### config.mk
export PLATFORM = sky130hd
export DESIGN_NAME = la_trigger_capture
export DESIGN_NICKNAME = d
export VERILOG_FILES = /design/src/rtl/la_trigger_capture.sv
export SDC_FILE = /design/constraint.sdc
export NUM_CORES = 2
export LEC_CHECK = 0
export ABC_AREA = 1
export CAP_MARGIN = 25
export CORE_MARGIN = 2
export CORE_UTILIZATION = 40
export DETAILED_ROUTE_END_ITERATION = 10
export PLACE_DENSITY = 0.66
export REMOVE_ABC_BUFFERS = 1
export SLEW_MARGIN = 20
export SYNTH_ARGS = -nofsm -noshare
export SYNTH_HDL_FRONTEND = slang
export SYNTH_SLANG_ARGS = --single-unit
### constraint.sdc
create_clock -name sys_clk -period 2.85 [get_ports sys_clk]
set_clock_uncertainty 0.05 [all_clocks]
set_input_delay 0.4275 -clock sys_clk [delete_from_list [all_inputs] [get_ports sys_clk]]
set_output_delay 0.4275 -clock sys_clk [all_outputs]
set_load 0.05 [all_outputs]
### src/rtl/la_trigger_capture.sv
// Logic-analyzer trigger/capture: circular pre-trigger history, post count, oldest-first readout.
// Optional LA_EXT_TRIG_EN adds an ext_trig input whose rising edge also triggers.
module la_trigger_capture #(
  parameter int DATA_W = 8,
  parameter int ADDR_W = 8
) (
  input  logic              sys_clk,
  input  logic              sys_rst,
  input  logic [DATA_W-1:0] din,
  input  logic [15:0]       sample_div,
  input  logic [DATA_W-1:0] trig_mask,
  input  logic [DATA_W-1:0] trig_value,
  input  logic [ADDR_W-1:0] pre_depth,
  input  logic              arm,
`ifdef LA_EXT_TRIG_EN
  input  logic              ext_trig,
`endif
  output logic              busy,
  output logic              done,
  output logic              rd_valid,
  input  logic              rd_ready,
  output logic [DATA_W-1:0] rd_data,
  output logic              rd_last
);

  localparam int DEPTH = 2**ADDR_W;
  localparam logic [ADDR_W-1:0] ONE = 1;
  localparam logic [ADDR_W:0] RD_ONE = 1;

  typedef enum logic [2:0] {
    IDLE,
    PRE,
    WAIT_TRIG,
    POST,
    READ
  } state_t;

  state_t state_q, state_d;

  logic [15:0]       div_q, div_d;
  logic [15:0]       sdiv_q, sdiv_d;
  logic [ADDR_W-1:0] pre_q, pre_d;
  logic [DATA_W-1:0] mask_q, mask_d;
  logic [DATA_W-1:0] value_q, value_d;
  logic [ADDR_W-1:0] wr_ptr_q, wr_ptr_d;
  logic [ADDR_W-1:0] cnt_q, cnt_d;
  logic              done_q, done_d;
  logic [ADDR_W:0]   rd_cnt_q, rd_cnt_d;
  logic              p_valid_q, p_valid_d;
  logic              p_last_q, p_last_d;
  logic [DATA_W-1:0] head_q, head_d;
  logic              head_last_q, head_last_d;
  logic [DATA_W-1:0] skid_q, skid_d;
  logic              skid_last_q, skid_last_d;
  logic [1:0]        occ_q, occ_d;

  logic [DATA_W-1:0] mem_q [DEPTH];
  logic [DATA_W-1:0] ram_rd_q;

  logic              capturing;
  logic              strobe;
  logic              match;
  logic              trig_hit;
  logic              arm_go;
  logic              pop;
  logic              last_pop;
  logic              issue;
  logic [1:0]        inflight;
  logic [ADDR_W-1:0] cnt_inc;
  logic [ADDR_W-1:0] rd_addr;

  assign capturing = (state_q == PRE) || (state_q == WAIT_TRIG)
                  || (state_q == POST);
  assign strobe    = capturing && (div_q == sdiv_q);
  assign match     = ((din ^ value_q) & mask_q) == '0;
  assign arm_go    = (state_q == IDLE) && arm;
  assign cnt_inc   = cnt_q + ONE;
  assign rd_addr   = wr_ptr_q + rd_cnt_q[ADDR_W-1:0];

  assign rd_valid  = occ_q != 2'd0;
  assign rd_data   = head_q;
  assign rd_last   = rd_valid && head_last_q;
  assign done      = done_q;
  assign pop       = rd_valid && rd_ready;
  assign last_pop  = pop && head_last_q;

  // Credit check: entries held plus the one in the RAM stage must fit the 2-deep buffer.
  assign inflight  = occ_q + {1'b0, p_valid_q};
  assign issue     = (state_q == READ) && !rd_cnt_q[ADDR_W]
                  && ((inflight < 2'd2) || ((inflight == 2'd2) && pop));

`ifdef LA_EXT_TRIG_EN
  logic ext_q, ext_prev_q;
  logic pend_q, pend_d;
  logic ext_rise;

  assign ext_rise = ext_q && !ext_prev_q;
  assign trig_hit = match || pend_q || ext_rise;

  always_comb begin
    pend_d = pend_q || ext_rise;
    if (arm_go || strobe) pend_d = 1'b0;
  end

  always_ff @(posedge sys_clk) begin
    if (sys_rst) begin
      ext_q      <= 1'b0;
      ext_prev_q <= 1'b0;
      pend_q     <= 1'b0;
    end else begin
      ext_q      <= ext_trig;
      ext_prev_q <= ext_q;
      pend_q     <= pend_d;
    end
  end
`else
  assign trig_hit = match;
`endif

  always_ff @(posedge sys_clk) begin
    if (sys_rst) state_q <= IDLE;
    else         state_q <= state_d;
  end

  always_comb begin
    state_d = state_q;
    unique case (state_q)
      IDLE: begin
        if (arm) state_d = (pre_depth == '0) ? WAIT_TRIG : PRE;
      end
      PRE: begin
        if (strobe && (cnt_inc == pre_q)) state_d = WAIT_TRIG;
      end
      WAIT_TRIG: begin
        if (strobe && trig_hit) state_d = (pre_q == '1) ? READ : POST;
      end
      POST: begin
        if (strobe && (cnt_q == ONE)) state_d = READ;
      end
      READ: begin
        if (last_pop) state_d = IDLE;
      end
      default: state_d = IDLE;
    endcase
  end

  always_comb begin
    busy = state_q != IDLE;
  end

  always_comb begin
    div_d       = div_q;
    sdiv_d      = sdiv_q;
    pre_d       = pre_q;
    mask_d      = mask_q;
    value_d     = value_q;
    wr_ptr_d    = wr_ptr_q;
    cnt_d       = cnt_q;
    done_d      = done_q;
    rd_cnt_d    = rd_cnt_q;
    p_valid_d   = issue;
    p_last_d    = issue && (rd_cnt_q[ADDR_W-1:0] == '1);
    head_d      = head_q;
    head_last_d = head_last_q;
    skid_d      = skid_q;
    skid_last_d = skid_last_q;
    occ_d       = occ_q;

    if (arm_go) begin
      sdiv_d   = sample_div;
      pre_d    = pre_depth;
      mask_d   = trig_mask;
      value_d  = trig_value;
      div_d    = '0;
      wr_ptr_d = '0;
      cnt_d    = '0;
      rd_cnt_d = '0;
      done_d   = 1'b0;
    end

    if (capturing) div_d = strobe ? '0 : div_q + 16'd1;
    if (strobe) wr_ptr_d = wr_ptr_q + ONE;

    // cnt_q counts pre samples, then the post samples still owed.
    if (strobe) begin
      if (state_q == PRE) begin
        cnt_d = (cnt_inc == pre_q) ? '0 : cnt_inc;
      end else if (state_q == WAIT_TRIG && trig_hit) begin
        cnt_d = ~pre_q;
      end else if (state_q == POST) begin
        cnt_d = cnt_q - ONE;
      end
    end

    if (issue) rd_cnt_d = rd_cnt_q + RD_ONE;

    case (occ_q)
      2'd0: begin
        if (p_valid_q) begin
          head_d      = ram_rd_q;
          head_last_d = p_last_q;
          occ_d       = 2'd1;
        end
      end
      2'd1: begin
        if (p_valid_q && pop) begin
          head_d      = ram_rd_q;
          head_last_d = p_last_q;
        end else if (p_valid_q) begin
          skid_d      = ram_rd_q;
          skid_last_d = p_last_q;
          occ_d       = 2'd2;
        end else if (pop) begin
          occ_d       = 2'd0;
        end
      end
      default: begin
        if (pop) begin
          head_d      = skid_q;
          head_last_d = skid_last_q;
          occ_d       = 2'd1;
        end
      end
    endcase

    if (last_pop) begin
      occ_d     = 2'd0;
      p_valid_d = 1'b0;
      done_d    = 1'b1;
    end
  end

  always_ff @(posedge sys_clk) begin
    if (sys_rst) begin
      div_q       <= '0;
      sdiv_q      <= '0;
      pre_q       <= '0;
      mask_q      <= '0;
      value_q     <= '0;
      wr_ptr_q    <= '0;
      cnt_q       <= '0;
      done_q      <= 1'b0;
      rd_cnt_q    <= '0;
      p_valid_q   <= 1'b0;
      p_last_q    <= 1'b0;
      head_q      <= '0;
      head_last_q <= 1'b0;
      skid_q      <= '0;
      skid_last_q <= 1'b0;
      occ_q       <= 2'd0;
    end else begin
      div_q       <= div_d;
      sdiv_q      <= sdiv_d;
      pre_q       <= pre_d;
      mask_q      <= mask_d;
      value_q     <= value_d;
      wr_ptr_q    <= wr_ptr_d;
      cnt_q       <= cnt_d;
      done_q      <= done_d;
      rd_cnt_q    <= rd_cnt_d;
      p_valid_q   <= p_valid_d;
      p_last_q    <= p_last_d;
      head_q      <= head_d;
      head_last_q <= head_last_d;
      skid_q      <= skid_d;
      skid_last_q <= skid_last_d;
      occ_q       <= occ_d;
    end
  end

  // Sample RAM: contents are deliberately not reset.
  always_ff @(posedge sys_clk) begin
    if (strobe) mem_q[wr_ptr_q] <= din;
    if (issue)  ram_rd_q <= mem_q[rd_addr];
  end

endmodule

Word level (Yosys, flattened, before mapping)
Memory sizes are Yosys's and may differ from the RTL's. A register that Yosys moved wholly into a read port is not among the register bits. Cells that the tools add are included.

Add/subtract/negate cells: 7. Magnitude comparators: 1. Equality and inequality tests: 20. Multiplexer cells: 39. Bitwise operators: 4. Reductions and logical operators: 34.

Operator list (number): $mux W8 (11); $mux W16 (3); $mux W3 (6); $mux W9 (2); $add A16 B1 Y16 const B (1); $add A8 B1 Y8 const B (2); $eq A16 B16 Y1 (1); $eq A8 B8 Y1 const B (2); $logic_not A8 Y1 (2); $pmux W8 S2 (1); $pmux W3 S5 (1); $logic_and A1 B1 Y1 (14); $mux W2 (6); $ne A2 B2 Y1 const B (5); $reduce_bool A2 Y1 (5); $add A9 B1 Y9 const B (1); $add A8 B8 Y8 (1); $and A8 B8 Y8 (1); $eq A8 B1 Y1 const B (1); $eq A8 B8 Y1 (1); $not A8 Y8 (1); $sub A8 B1 Y8 const B (1); $xor A8 B8 Y8 (1); $mux W1 (7); other kinds (21) (28).

Bits in registers: 107. Bits in writable memories: 2048. Output and inout port bits: 12. Word-level logic and storage cells: 123. Memories kept: 1.

Memory list: mem_q (words 256, width 8, read ports 1, clocked after Yosys merged registers in 1, write ports 1, line 57) `logic [DATA_W-1:0] mem_q [DEPTH];`.

Longest topological paths before layout
Word-level depth: 7. Depth in mapped cells: 19. Depth with buffers taken out: 17.

Worst setup path before layout
Ideal clock, no wire load.

Path kind: flip-flop to flip-flop. Start: register wr_ptr_q[0]. End: register ram_rd_q[4], read port of mem_q, data pin. Setup time: 0.253 ns. Arrival time: 2.414 ns. Required time: 2.547 ns. Slack: 0.133 ns. Stages on the path, launching flop included: 18. Path buffers: 3. Cells stage by stage: dfxtp_1 -> ha_1 -> inv_1 -> fa_1 -> buf_2 -> buf_2 -> clkbuf_1 -> nor2_1 -> o21ai_0 -> nand3_1 -> nand2_1 -> nand2_1 -> nand3_1 -> nand3_1 -> nand3_1 -> nand2_1 -> nand2_1 -> nand2_1.

Cells in the longest elaborated chain, start to end: 1.

Ends and longest elaborated chain: from (decl) (line 45) `logic [ADDR_W-1:0] wr_ptr_q, wr_ptr_d;`; from (signal assigned) (line 257) `wr_ptr_q <= wr_ptr_d;`; $add A8 B8 Y8 (line 78) `assign rd_addr = wr_ptr_q + rd_cnt_q[ADDR_W-1:0];`; to (decl) (line 58) `logic [DATA_W-1:0] ram_rd_q;`.

Every way passes these cells. A chain may end at the register's enable or synchronous reset.

Final worst setup path
Start: register wr_ptr_q[0]. End: register ram_rd_q[6], read port of mem_q, data pin.

Same word-level chain as after synthesis.

==> results.sh <==
export IMPL_grt_antenna_before_repair=3
export IMPL_critical_path_startpoint_type="flip-flop"
export IMPL_timing_hold_worst_class="input port to flip-flop"
export IMPL_critPathRequiredTime_ns=3.42
export IMPL_numPlacedInstances=11700
export IMPL_cell_rows=175
export IMPL_violations="negative setup slack"
export IMPL_dp_hpwl_um=158000
export IMPL_synthToLayoutAreaGrowth_pct=18.9
export IMPL_drive_above_1_share_pct=13.2
export IMPL_max_slew_margin_pct=22.7
export IMPL_core_area_um2=227000
export IMPL_finalWorstSetupSlack_ns=-0.430
export IMPL_cp_data_arrival_time_ns=3.85
export IMPL_grt_first_pass_wirelength_um=385000
export IMPL_worst_skew_pair_late_latency_ns=0.86
export IMPL_critPathKind="flip-flop to flip-flop"
export IMPL_power_density_nw_per_um2=650
export IMPL_vias_in_the_first_global_route=62200
export IMPL_synthSimpleGateAreaFrac_pct=19.0
export IMPL_report_final_setup_viol=8
export IMPL_final_instance_count_excl_fill=12100
export IMPL_multi_input_comb_area_um2=24300
export IMPL_post_route_drc_count=0
export IMPL_boundaryPins=64
export IMPL_route_antenna_remaining_nets=0
export IMPL_vdd_drop_max_mv=0.683
export IMPL_clk_root_buffer_cell="clkbuf_16"
export IMPL_worst_path_max_fanout=31
export IMPL_cts_inserted_buffers=216
export IMPL_final_net_count=9012
export IMPL_hold_viol_final=0
export IMPL_area_sequential_um2=63900
export IMPL_kind_of_end_point_of_the_critical_path="flip-flop"
export IMPL_fin_area_um2=108000
export IMPL_layout_min_cycle_time_ns=3.28
export IMPL_die_width_um=481
export IMPL_first_pass_iteration_count_of_the_detailed_router=6
export IMPL_grt_overflow=0
export IMPL_number_of_synthesized_flops_with_an_enable_pin=2056
export IMPL_placed_area_um2=100000
export IMPL_synth_compound_area_share_pct=6.38
export IMPL_syn_area_per_cell_um2=10.8
export IMPL_max_freq_mhz=305
export IMPL_slew_violations=0
export IMPL_synth_main_ff_cell="edfxtp_1"
export IMPL_dr_total_vias=64500
export IMPL_initial_core_util_pct=40.1
export IMPL_clock_tree_buffer_depth=3
export IMPL_detailedRoute_firstIterationViolations=7695
export IMPL_finalCoreUtilization_pct=47.7
export IMPL_wl_um=258000
export IMPL_synthMuxAreaShare_pct=0
export IMPL_ys_seq_elements=2163
export IMPL_worst_slew_pin_slew_ns=1.16
export IMPL_largest_family_of_logic_cells_by_synthesized_area="simple AND/OR/NAND/NOR gates"
export IMPL_synth_adder_area_share_pct=0.256
export IMPL_place_gp_congestion=0.930
export IMPL_synth_lib_cells_used_distinct=42
export IMPL_detail_route_wl_per_cell_um=21.2
export IMPL_synth_area_um2=91100
export IMPL_share_of_the_clock_period_used_by_the_worst_path_pct=115
export IMPL_synth_async_reset_ratio_pct=0
export IMPL_layout_cells_most_common="edfxtp_1"
export IMPL_largest_net_degree_at_the_start_of_global_routing=163
export IMPL_synthXorXnorAreaFrac_pct=0.181
export IMPL_clock_tree_from_tritoncts="built"
export IMPL_via_per_inst=5.32
export IMPL_grt_setup_unrepaired="yes"
export IMPL_status="finished, violations left"
export IMPL_timing_reg2reg_setup_slack_ns=-0.43
export IMPL_layout_cells_most_common_list="edfxtp_1 (2056), nand2_1 (1846), nor2_1 (1622)"
export IMPL_synthesized_netlist_cell_count=8464
export IMPL_path_clk_slew_ns=0.06
export IMPL_globalRouteTotalUtil_pct=21.8
export IMPL_sequential_share_of_the_synthesized_area_pct=70.2
export IMPL_die_area_um2=231000
export IMPL_die_height_um=481
export IMPL_leakagePower_nw=39.9
export IMPL_hold_ws_ns=0.0752
export IMPL_ctsHtreeMaxLevel=4
export IMPL_cap_viol_max_count=0
export IMPL_clkSinkCount=2163
export IMPL_io_buffer_count=63
export IMPL_fin_total_pwr_mw=70.4
export IMPL_n_fill_cell=20100
export IMPL_synth_yosys_warnings=0
worst max-delay path, stage by stage, from the launching register on:
cell and delay [ns]:
dfxtp_2 0.34, ha_4 0.16, inv_2 0.05, fa_4 0.65, buf_6 0.19, inv_16 0.15
buf_12 0.18, buf_16 0.19, nor2_1 0.07, o21ai_0 0.08, nand2_1 0.08, nand2_1 0.08
nand3_2 0.16, nand3_1 0.15, nand3_2 0.13, nand3_4 0.13, nand2_1 0.07, nand2_1 0.05
nand2_1 0.05
kinds of logic (layout without fill, tap and decap cells):
group,after synthesis,count (layout)
other cells,0,3
buf+inv,874,1532
compound gates,1085,1085
flops,2163,2163
fa+ha+maj,18,18
simple gates,4306,4306
xor+xnor,18,18
final cells by class:
cell class | instances | area share [%]
sequential | 2163 | 59.0
tap | 3009 | 3.48
inverter | 361 | 1.28
antenna | 3 | 0.00693
timing repair inverter | 1 | 0.00809
multi-input combinational | 5427 | 22.4
timing repair buffer | 772 | 7.36
clock inverter | 127 | 1.20
clock buffer | 271 | 5.26
routing by layer:
layer	GRT usage (%)	wire, um	vias to the layer above
met5	0	0	-
met3	3.91	22300	424
met2	35.1	120000	2754
met1	30.0	107000	31400
li1	-	-	29900
met4	7.35	8250	0
cells in the mapped netlist (2+ instances only):
| cell type | n | area share (%) |
|---|---|---|
| xnor2_1 | 4 | 0.038 |
| o21a_1 | 4 | 0.033 |
| xor2_1 | 13 | 0.13 |
| o21bai_1 | 2 | 0.016 |
| buf_2 | 170 | 0.93 |
| dfxtp_1 | 107 | 2.4 |
| buf_6 | 5 | 0.062 |
| and3_1 | 3 | 0.021 |
| and2_1 | 3 | 0.021 |
| a31oi_1 | 12 | 0.082 |
| buf_4 | 40 | 0.33 |
| a221oi_1 | 3 | 0.029 |
| buf_1 | 61 | 0.25 |
| o21ai_0 | 691 | 3.8 |
| inv_2 | 6 | 0.025 |
| o211ai_1 | 125 | 1.0 |
| nand2_1 | 1871 | 7.7 |
| o22ai_1 | 5 | 0.034 |
| clkbuf_1 | 237 | 0.98 |
| o21ai_1 | 149 | 0.82 |
| a21oi_1 | 88 | 0.48 |
| clkinv_1 | 2 | 0.0082 |
| nand3_1 | 730 | 4.0 |
| nor2_1 | 1624 | 6.7 |
| nor3_1 | 8 | 0.044 |
| nor3b_1 | 2 | 0.016 |
| inv_1 | 353 | 1.5 |
| or2_2 | 35 | 0.24 |
| edfxtp_1 | 2056 | 68 |
| nor2_4 | 3 | 0.037 |
| nand4_1 | 15 | 0.10 |
| a211oi_1 | 4 | 0.033 |
| ha_1 | 17 | 0.23 |
| nor4_1 | 8 | 0.055 |
per-stage QoR:
step	TNS, ns	setup WS [ns]
floorplan	-415.64	-50.37
global placement	-5.28	-0.756
detailed placement	-5.33	-0.749
CTS	-3.32	-0.434
global route	-4.01	-0.519
finish	-3.26	-0.430
power by group:
group          internal, mW  switching [mW]  total, mW
clock                  16.1            12.2       28.3
combinational          2.16            4.84       7.00
sequential             35.0           0.149       35.1
total                  53.2            17.2       70.4
registers in the layout, indices dropped and copies added (netlist names):
| signal | count |
|---|---|
| wr_ptr_q | 8 |
| state_q | 3 |
| cnt_q | 8 |
| ram_rd_q | 8 |
| p_last_q | 1 |
| value_q | 8 |
| rd_data | 8 |
| sdiv_q | 16 |
| skid_last_q | 1 |
| mask_q | 8 |
| pre_q | 8 |
| occ_q | 2 |
| mem_q | 2048 |
| done | 1 |
| skid_q | 8 |
| rd_cnt_q | 9 |
| head_last_q | 1 |
| p_valid_q | 1 |
| div_q | 16 |
worst paths after layout:
path                      start     endpoint  depth (start not counted)
hold / removal    trig_value[0]   value_q[0]                          3
setup / recovery    wr_ptr_q[0]  ram_rd_q[6]                         18
setup reg to reg    wr_ptr_q[0]  ram_rd_q[6]                         18
hold reg to reg       mask_q[2]    mask_q[2]                          2
what timing repair did:
action                                  in CTS  in global routing
endpoints found under the setup margin      13                245
setup buffers                               17                  2
hold buffers                                 5                  0
hold endpoints to repair                    50                  0
gates cloned                                10                  0
pin swaps                                   15                 15
resized for setup                          146                 41
No activity file was read; power rests on OpenSTA's default activity.
